===== src/rtl/pipereg_skid.sv =====
// Purpose: LANES-wide valid/ready pipeline register with 2-slot skid buffer and age-selective flush.
// Latency: 1 cycle from in_fire to out_valid; full throughput while out_ready stays high.
// Backpressure: in_ready comes from skid occupancy state only, with no combinational path from out_ready.
module pipereg_skid #(
    parameter int LANES   = 2,
    parameter int DATA_W  = 128,
    parameter int ROBID_W = 7
) (
    input  logic                       clock,
    input  logic                       reset,
    input  logic [LANES-1:0]           in_valid,
    output logic                       in_ready,
    input  logic [LANES*DATA_W-1:0]    in_data,
    input  logic [LANES*ROBID_W-1:0]   in_robid,
    output logic [LANES-1:0]           out_valid,
    input  logic                       out_ready,
    output logic [LANES*DATA_W-1:0]    out_data,
    output logic [LANES*ROBID_W-1:0]   out_robid,
    input  logic                       redirect_flush,
    input  logic [ROBID_W-1:0]         redirect_robid,
    output logic [1:0]                 occupancy
);

    // Main slot drives the outputs; skid slot catches one bundle while main stalls.
    logic [LANES-1:0]         m_vld, s_vld;
    logic [LANES*DATA_W-1:0]  m_dat, s_dat;
    logic [LANES*ROBID_W-1:0] m_rob, s_rob;

    logic m_occ, s_occ, in_fire, out_fire;

    // Remaining lanes after consumption and flush: a = main, b = skid, c = incoming.
    logic [LANES-1:0] a_vld, b_vld, c_vld;
    logic a_occ, b_occ, c_occ;

    // Wrap-aware age compare: true when a was allocated after r.
    function automatic logic younger(input logic [ROBID_W-1:0] a, input logic [ROBID_W-1:0] r);
        return (a[ROBID_W-1] != r[ROBID_W-1]) ^ (a[ROBID_W-2:0] > r[ROBID_W-2:0]);
    endfunction

    assign m_occ     = |m_vld;
    assign s_occ     = |s_vld;
    assign in_ready  = ~s_occ;
    assign in_fire   = (|in_valid) & in_ready;
    assign out_fire  = m_occ & out_ready;
    assign out_valid = m_vld;
    assign out_data  = m_dat;
    assign out_robid = m_rob;
    assign occupancy = s_occ ? 2'd2 : (m_occ ? 2'd1 : 2'd0);

    // Filter every surviving lane against the redirect; invalid lanes stay 0 regardless of robid.
    always_comb begin
        a_vld = out_fire ? '0 : m_vld;
        b_vld = s_vld;
        c_vld = in_fire ? in_valid : '0;
        for (int i = 0; i < LANES; i++) begin
            a_vld[i] = a_vld[i] & ~(redirect_flush & younger(m_rob[i*ROBID_W +: ROBID_W], redirect_robid));
            b_vld[i] = b_vld[i] & ~(redirect_flush & younger(s_rob[i*ROBID_W +: ROBID_W], redirect_robid));
            c_vld[i] = c_vld[i] & ~(redirect_flush & younger(in_robid[i*ROBID_W +: ROBID_W], redirect_robid));
        end
        a_occ = |a_vld;
        b_occ = |b_vld;
        c_occ = |c_vld;
    end

    // Re-pack oldest-first (main, skid, incoming) into main then skid; payload only moves on a load.
    always_ff @(posedge clock or posedge reset) begin
        if (reset) begin
            m_vld <= '0;
            m_dat <= '0;
            m_rob <= '0;
            s_vld <= '0;
            s_dat <= '0;
            s_rob <= '0;
        end else begin
            if (a_occ) begin
                m_vld <= a_vld;
                if (b_occ) begin
                    s_vld <= b_vld;
                end else if (c_occ) begin
                    s_vld <= c_vld;
                    s_dat <= in_data;
                    s_rob <= in_robid;
                end else begin
                    s_vld <= '0;
                end
            end else if (b_occ) begin
                m_vld <= b_vld;
                m_dat <= s_dat;
                m_rob <= s_rob;
                if (c_occ) begin
                    s_vld <= c_vld;
                    s_dat <= in_data;
                    s_rob <= in_robid;
                end else begin
                    s_vld <= '0;
                end
            end else if (c_occ) begin
                m_vld <= c_vld;
                m_dat <= in_data;
                m_rob <= in_robid;
                s_vld <= '0;
            end else begin
                m_vld <= '0;
                s_vld <= '0;
            end
        end
    end

endmodule


===== config.mk =====
export PLATFORM = sky130hd
export DESIGN_NAME = pipereg_skid
export DESIGN_NICKNAME = d
export VERILOG_FILES = /design/src/rtl/pipereg_skid.sv
export SDC_FILE = /design/constraint.sdc
export NUM_CORES = 1
export LEC_CHECK = 0
export ABC_AREA = 1
export BUFFER_PORTS_ARGS = -buffer_cell sky130_fd_sc_hd__clkbuf_2
export CAP_MARGIN = 20
export CORE_AREA = 2 2 219 221
export CTS_CLUSTER_DIAMETER = 120
export DETAILED_ROUTE_END_ITERATION = 8
export DIE_AREA = 0 0 221 223
export GPL_TIMING_DRIVEN = 0
export PLACE_DENSITY = 0.82
export SETUP_SLACK_MARGIN = 0.1
export SYNTH_ARGS = -nofsm -noshare
export SYNTH_HDL_FRONTEND = slang
export SYNTH_SLANG_ARGS = --single-unit
export TNS_END_PERCENT = 5

===== constraint.sdc =====
create_clock -name clock -period 53.4 [get_ports clock]
set_input_delay 13.35 -clock clock [delete_from_list [all_inputs] [get_ports clock]]
set_output_delay 13.35 -clock clock [all_outputs]
set_load 0.005 [all_outputs]

==> reports/results.tsv, run 1 <==
stage	metric	value	unit
setup_path	rr_startpoint	s_rob[5]	
setup_path	rr_endpoint	s_dat[215]	
drt	vias_per_cell	5.44	
setup_path	ff2ff_setup_slack	50300	ps
clocking	htreeDepth	2	
layout	post-route-util	67.8	%
synth	synth_top_family_by_area	simple AND/OR/NAND/NOR gates	
floorplan	start_util	55.7	%
clocking	post_cts_resized	0	
grt	grt_max_degree	123	
clocking	max-clock-path-buffers	3	
place	dp_hpwl	59500	um
synth	syn_area	26300	um2
power	ir_worst_vdd	0.0405	mV
timing	rsz0062_at_grt	no	
floorplan	ioPinCount	558	
floorplan	fp.dieH	223	um
timing	period_share	29.3	%
grt	grtUsageTotal	33.5	%
synth	synth_simple_gate_area_share	40.3	%
synth	synth_xor_area_share	0.200	%
drt	routed_wl	83700	um
floorplan	die_w	221	um
synth	ys_types	22	
timing	fin_crit	15660	ps
setup_path	start_kind	primary input	
drt	drcViolationCount	0	
synth	syn_inst	3445	
synth	synth-warning-count	0	
drt	drt_iter0_markers	2707	
setup_path	crit_path_max_incr_delay	320	ps
outcome	outcome	finished clean	
job	cap_violations	0	
layout	layout-drive-gt1-share	20.7	%
clocking	postCtsHoldBufs	0	
setup_path	cp_common_cell	nand2_1	
drt	num_vias	25800	
clocking	insertion_delay	610	ps
layout	nFillCells	3892	
synth	synth-edff-count	0	
clocking	clkTransAtPathRegs	60	ps
synth	synthesis.nets	3764	
timing	finalSetupViolCount	0	
setup_path	crit_type	in2reg	
place	gp_congestion	0.913	
grt	grt_pass1_wl	131000	um
power	p_leak	18.5	nW
place	place_ws	37150	ps
layout	instances_no_fill	4745	
timing	worstMarginPinSlew	674	ps
timing	finalHoldViolCount	0	
floorplan	fp.coreArea	47100	um2
drt	ant_nets	0	
clocking	cts_root_buffer	clkbuf_16	
timing	tns	0	ps
setup_path	cp_max_fo	10	
synth	synth_mux_area_share	0	%
setup_path	crit_chain	clkbuf_2 > inv_1 > ha_1 > nand2_1 > nand2_1 > nand2_1 > nand3_1 > nand2_1 > nand2_1 > nand3_1 > nand2_1 > nand2_2 > inv_2 > nand2_4 > nand3_2 > buf_4 > buf_2 > nand2_1 > nand2_1	
grt	grt_overflow_total	0	
setup_path	r2r_cells	16	
setup_path	end_kind	flop	
drt	dr.pass1.iters	6	
synth	ys_ff_latch	544	
timing	fin_worst_skew	27.3	ps
floorplan	dieArea	49300	um2
place	io_buffers	556	
timing	worst_slack	37740	ps
timing	slew_headroom	55.1	%
drt	post_drt_wl_per_cell	17.6	um
synth	synth-adder-area-share	1.72	%
power	design_power_total	2.13	mW
synth	async_reset_ff_share	100	%
grt	antenna_found_initial	26	
synth	synthFlopType	dfrtp_1	
layout	layout_commonest_cell	nand2_1	
worst_hold_path	min_to	s_dat[242]	
grt	grt_pass1_vias	24100	
clocking	post_cts_buffers	0	
place	dp.cells	4620	
clocking	cts_buffers	57	
clocking	clock-sinks	544	
setup_path	crit_required	53880	ps
power	power_density	66.6	nW/um2
worst_hold_path	whs_path_depth	2	
worst_hold_path	hold_path.startpoint	s_dat[242]	
timing	max_freq	63.9	MHz
synth	syn_area_per_cell	7.62	um2
setup_path	arrival	16140	ps
clocking	cts_tree	built	
synth	synth_compound_area_share	0.324	%
floorplan	rows	80	
layout	fin_nets	4383	
synth	synth_seq_area_share	51.8	%
layout	most-common-layout-cells	nand2_1, clkbuf_2, dfrtp_1, nand3_1, nand4_1	
timing	final_max_slew_viol_count	0	
setup_path	cpMaxStageDelayCell	nand3_2	
layout	area_growth	21.7	%
worst_hold_path	hold_class	reg2reg	
## metal layers
| metal | wire length (um) | share of wire, % | track usage (%) |
|---|---|---|---|
| met1 | 33100 | 40 | 43.4 |
| met2 | 38600 | 46 | 53.4 |
| met3 | 7920 | 9.5 | 8.26 |
| met4 | 3990 | 4.8 | 15.7 |
| met5 | 58 | 0.069 | 0 |
## where the power goes
group	total [mW]	internal, mW	leakage, nW	switching (mW)
sequential	0.736	0.619	6.75	0.117
combinational	0.974	0.333	10.8	0.641
clock	0.418	0.251	0.975	0.167
## flip-flops by register name (all words and copies together) (netlist names)
name,flops
out_robid,14
s_rob,14
s_dat,256
out_valid,2
s_vld,2
out_data,256
## per-stage QoR
stage                     area (um2)  hold WS, ps
after floorplan                26300          442
after global placement         29800          453
after detailed placement       29900          458
after CTS                      31900          473
after global routing           31900          479
final                          32000          468
## cells by family (layout without fill, tap and decap cells)
group,after synthesis,in the layout
fa+ha+maj,36,36
flops,544,544
buf+inv,312,977
other cells,0,20
simple gates,2532,2532
compound gates,15,15
xor+xnor,6,6
## area by class of cell
class                      count  area (um2)  area share [%]
sequential                   544       13600            42.6
multi-input combinational   2589       11200            35.0
timing repair buffer         560        2890            9.05
clock buffer                  86        1690            5.28
buffer                       266        1300            4.08
tap                          615         769            2.41
clock inverter                19         285           0.893
inverter                      46         180           0.564
antenna                       20        50.0           0.157
## Yosys cell counts (3+ instances only)
| master | instances | share of area (%) |
|---|---|---|
| nand4_1 | 270 | 6.4 |
| a21oi_1 | 7 | 0.13 |
| nor2_1 | 11 | 0.16 |
| xor2_1 | 5 | 0.17 |
| nand2_2 | 4 | 0.095 |
| o21bai_1 | 4 | 0.11 |
| buf_4 | 22 | 0.63 |
| dfrtp_1 | 544 | 52 |
| o21ai_0 | 4 | 0.076 |
| buf_2 | 165 | 3.1 |
| clkbuf_1 | 72 | 1.0 |
| nand2_1 | 1951 | 28 |
| inv_1 | 44 | 0.63 |
| ha_1 | 36 | 1.7 |
| buf_1 | 5 | 0.071 |
| nand3_1 | 291 | 5.5 |
| nand2_4 | 3 | 0.13 |
## how the worst max path moves through the flow
stage	start	end	cells past startpoint
3_3_place_gp	reset	s_dat[165]	2
6_report	redirect_robid[1]	s_dat[215]	19
4_1_cts	redirect_robid[1]	s_dat[215]	19
3_5_place_dp	redirect_robid[1]	s_dat[201]	19
2_1_floorplan	reset	out_data[0]	1
5_1_grt	redirect_robid[3]	s_rob[13]	18
## worst max-delay path: cells and delay by family
family	cells	cell delay, ps
buffers and inverters	5	1020
adder cells (fa/ha/maj)	1	310
AND/OR/NAND/NOR	13	1450
(Power assumes the default switching activity.)
==> inputs of run 2 (changes only) <==
CORE_AREA = unset   (was 2 2 219 221)
CORE_MARGIN = 2   (was unset)
CORE_UTILIZATION = 55   (was unset)
DIE_AREA = unset   (was 0 0 221 223)
PLACE_DENSITY = 0.8   (was 0.82)
clock period = 15.9 ns   (was 53.4 ns; I/O delays follow)
==> reports/results.tsv, run 2 (synthesized netlist as in run 1, its figures left out) <==
stage	metric	value	unit	change
timing	slew_headroom	53.4	%	-1.7 points
timing	tns	0	ps	unchanged
grt	grt_pass1_wl	131000	um	-0.15%
setup_path	cp_max_fo	10		unchanged
job	cap_violations	0		unchanged
clocking	clock-sinks	544		unchanged
power	switchingPower	3.09	mW	+230%
clocking	post_cts_resized	0		unchanged
drt	ant_nets	0		unchanged
power	pwr-share-seq	35.0	%	+0.4 points
drt	dr.pass1.iters	6		unchanged
timing	worst_slack	9590	ps	-28,150 ps
power	power_density	221	nW/um2	+230%
power	p_comb_share	46.3	%	+0.5 points
drt	routed_wl	83800	um	+0.20%
place	dp.cells	4630		+0.22%
clocking	cts_buffers	56		-1.8%
floorplan	fp.coreArea	47400	um2	+0.64%
timing	rsz0062_at_grt	no		
clocking	cts_tree	built		
grt	grt_pass1_vias	24000		-0.48%
setup_path	crit_path_max_incr_delay	330	ps	about the same
floorplan	ioPinCount	558		unchanged
clocking	insertion_delay	610	ps	about the same
clocking	htreeDepth	2		unchanged
setup_path	end_kind	flop		
power	p_leak	18.5	nW	about the same
drt	wl_met2	38300	um	-0.90%
power	ir_worst_vdd	0.120	mV	+200%
setup_path	cp_top_family	simple AND/OR/NAND/NOR gates		
power	design_power_total	7.07	mW	+230%
drt	drcViolationCount	0		unchanged
setup_path	arrival	6790	ps	-9350 ps
setup_path	crit_chain	clkbuf_2 > inv_1 > ha_1 > nand2_1 > nand2_1 > nand2_1 > nand3_1 > nand2_1 > nand2_1 > nand3_1 > nand2_1 > nand2_2 > inv_2 > nand2_4 > nand3_2 > buf_4 > buf_2 > nand2_1 > nand2_1		
setup_path	crit_required	16380	ps	-37,500 ps
grt	grtUsageTotal	33.5	%	about the same
floorplan	die_w	223	um	+0.69%
floorplan	start_util	55.4	%	-0.35 points
setup_path	crit_type	in2reg		
place	io_buffers	556		unchanged
clocking	postCtsHoldBufs	0		unchanged
setup_path	worst-path-buf-inv	5		unchanged
grt	grt_overflow_total	0		unchanged
layout	most-common-layout-cells	nand2_1, clkbuf_2, dfrtp_1, nand3_1, nand4_1		
floorplan	rows	80		unchanged
layout	layout-drive-gt1-share	20.8	%	+0.088 points
place	place_ws	9040	ps	-28,120 ps
layout	fin_nets	4392		+0.21%
layout	area_growth	21.7	%	about the same
drt	vias_per_cell	5.40		-0.73%
grt	antenna_found_initial	23		-12%
layout	instances_no_fill	4740		-0.11%
drt	num_vias	25600		-0.83%
place	dp_hpwl	60400	um	+1.5%
clocking	clkTransAtPathRegs	60	ps	about the same
place	gp_congestion	0.919		+0.67%
timing	worstMarginPinSlew	698	ps	+23.6 ps
timing	finalSetupViolCount	0		unchanged
worst_hold_path	hold_class	reg2reg		
timing	max_freq	159	MHz	
floorplan	fp.dieH	223	um	-0.22%
clocking	post_cts_buffers	0		unchanged
power	cellInternalPower	3.97	mW	+230%
drt	post_drt_wl_per_cell	17.7	um	+0.30%
drt	maxUsedRoutingLayer	met5		
setup_path	cpMaxStageDelayCell	buf_4		
drt	met1Wirelength	33600	um	+1.6%
drt	wl_met3	8360	um	+5.6%
grt	grt_max_degree	45		-63%
timing	fin_crit	6310	ps	
drt	drt_iter0_markers	2426		-10%
timing	finalHoldViolCount	0		unchanged
setup_path	cp_common_cell	nand2_1		
layout	layout_commonest_cell	nand2_1		
timing	final_max_slew_viol_count	0		unchanged
power	sw_frac_of_total	43.8	%	+0.30 points
setup_path	start_kind	primary input		
timing	fin_worst_skew	15.5	ps	-11.8 ps
timing	holdWs	470	ps	+1.77 ps
power	p_clk_share	18.7	%	-0.9 points
outcome	outcome	finished clean		
clocking	max-clock-path-buffers	3		unchanged
floorplan	dieArea	49500	um2	+0.47%
clocking	cts_root_buffer	clkbuf_16		
timing	period_share	39.7	%	
run 2: changes by cell type in the layout (fill, tap and decap cells not counted), moves of 2 or more:
cell / delta
buf_16: -4
bufinv_16: -4
diode_2: -2
clkbuf_8: +3
clkinv_2: -5
buf_12: +14
clkbuf_1: -6
run 2: final timing paths:
path / startpoint / end / slack [ps] / depth (start not counted)
max: redirect_robid[1] / s_dat[5] / 9590 / 19
min: s_dat[52] / s_dat[52] / 470 / 2
max reg2reg: s_rob[5] / s_dat[5] / 12810 / 16
min reg2reg: s_dat[52] / s_dat[52] / 470 / 2
max in group asynchronous: reset / out_data[96] / 10760 / 7
min in group asynchronous: reset / out_data[209] / 3470 / 2
run 2: power groups by stage:
stage,combinational (mW),sequential [mW],clock [mW]
global route,3.70,2.54,1.39
global placement,3.16,2.46,0
finish,3.27,2.47,1.32
floorplan,2.08,2.43,0
detailed placement,3.24,2.47,0
CTS,3.26,2.46,1.33
run 2: through the flow:
step,utilization [%],cell area (um2)
finish,67.4,32000
global route,67.3,32000
CTS,67.3,31900
detailed placement,63.4,30100
global placement,62.8,29800
floorplan,-,26300
run 2: final cells by class:
cell class / count / area, um2
antenna: 18 / 45.0
buffer: 266 / 1300
clock buffer: 82 / 1680
clock inverter: 10 / 133
fill: 4044 / 15500
inverter: 46 / 176
multi-input combinational: 2589 / 11200
sequential: 544 / 13600
tap: 615 / 769
timing repair buffer: 570 / 3060
run 2: worst register-to-register path, cell delays in order (launching register included):
cell	delay, ps
dfrtp_1	410
ha_1	310
nand2_1	70
nor2_1	140
nand3_1	170
nand2_1	110
nand2_1	50
nand3_1	70
nand2_1	80
nand2_2	170
inv_2	150
nand2_4	220
nand3_2	330
buf_4	340
buf_2	210
nand2_1	90
nand2_1	60
run 2: layer usage:
metal | vias to the layer above | track usage [%]
li1 | 12300 | -
met1 | 12000 | 44.1
met3 | 214 | 9.11
met4 | 12 | 15.0
met2 | 1098 | 52.1
met5 | - | 0
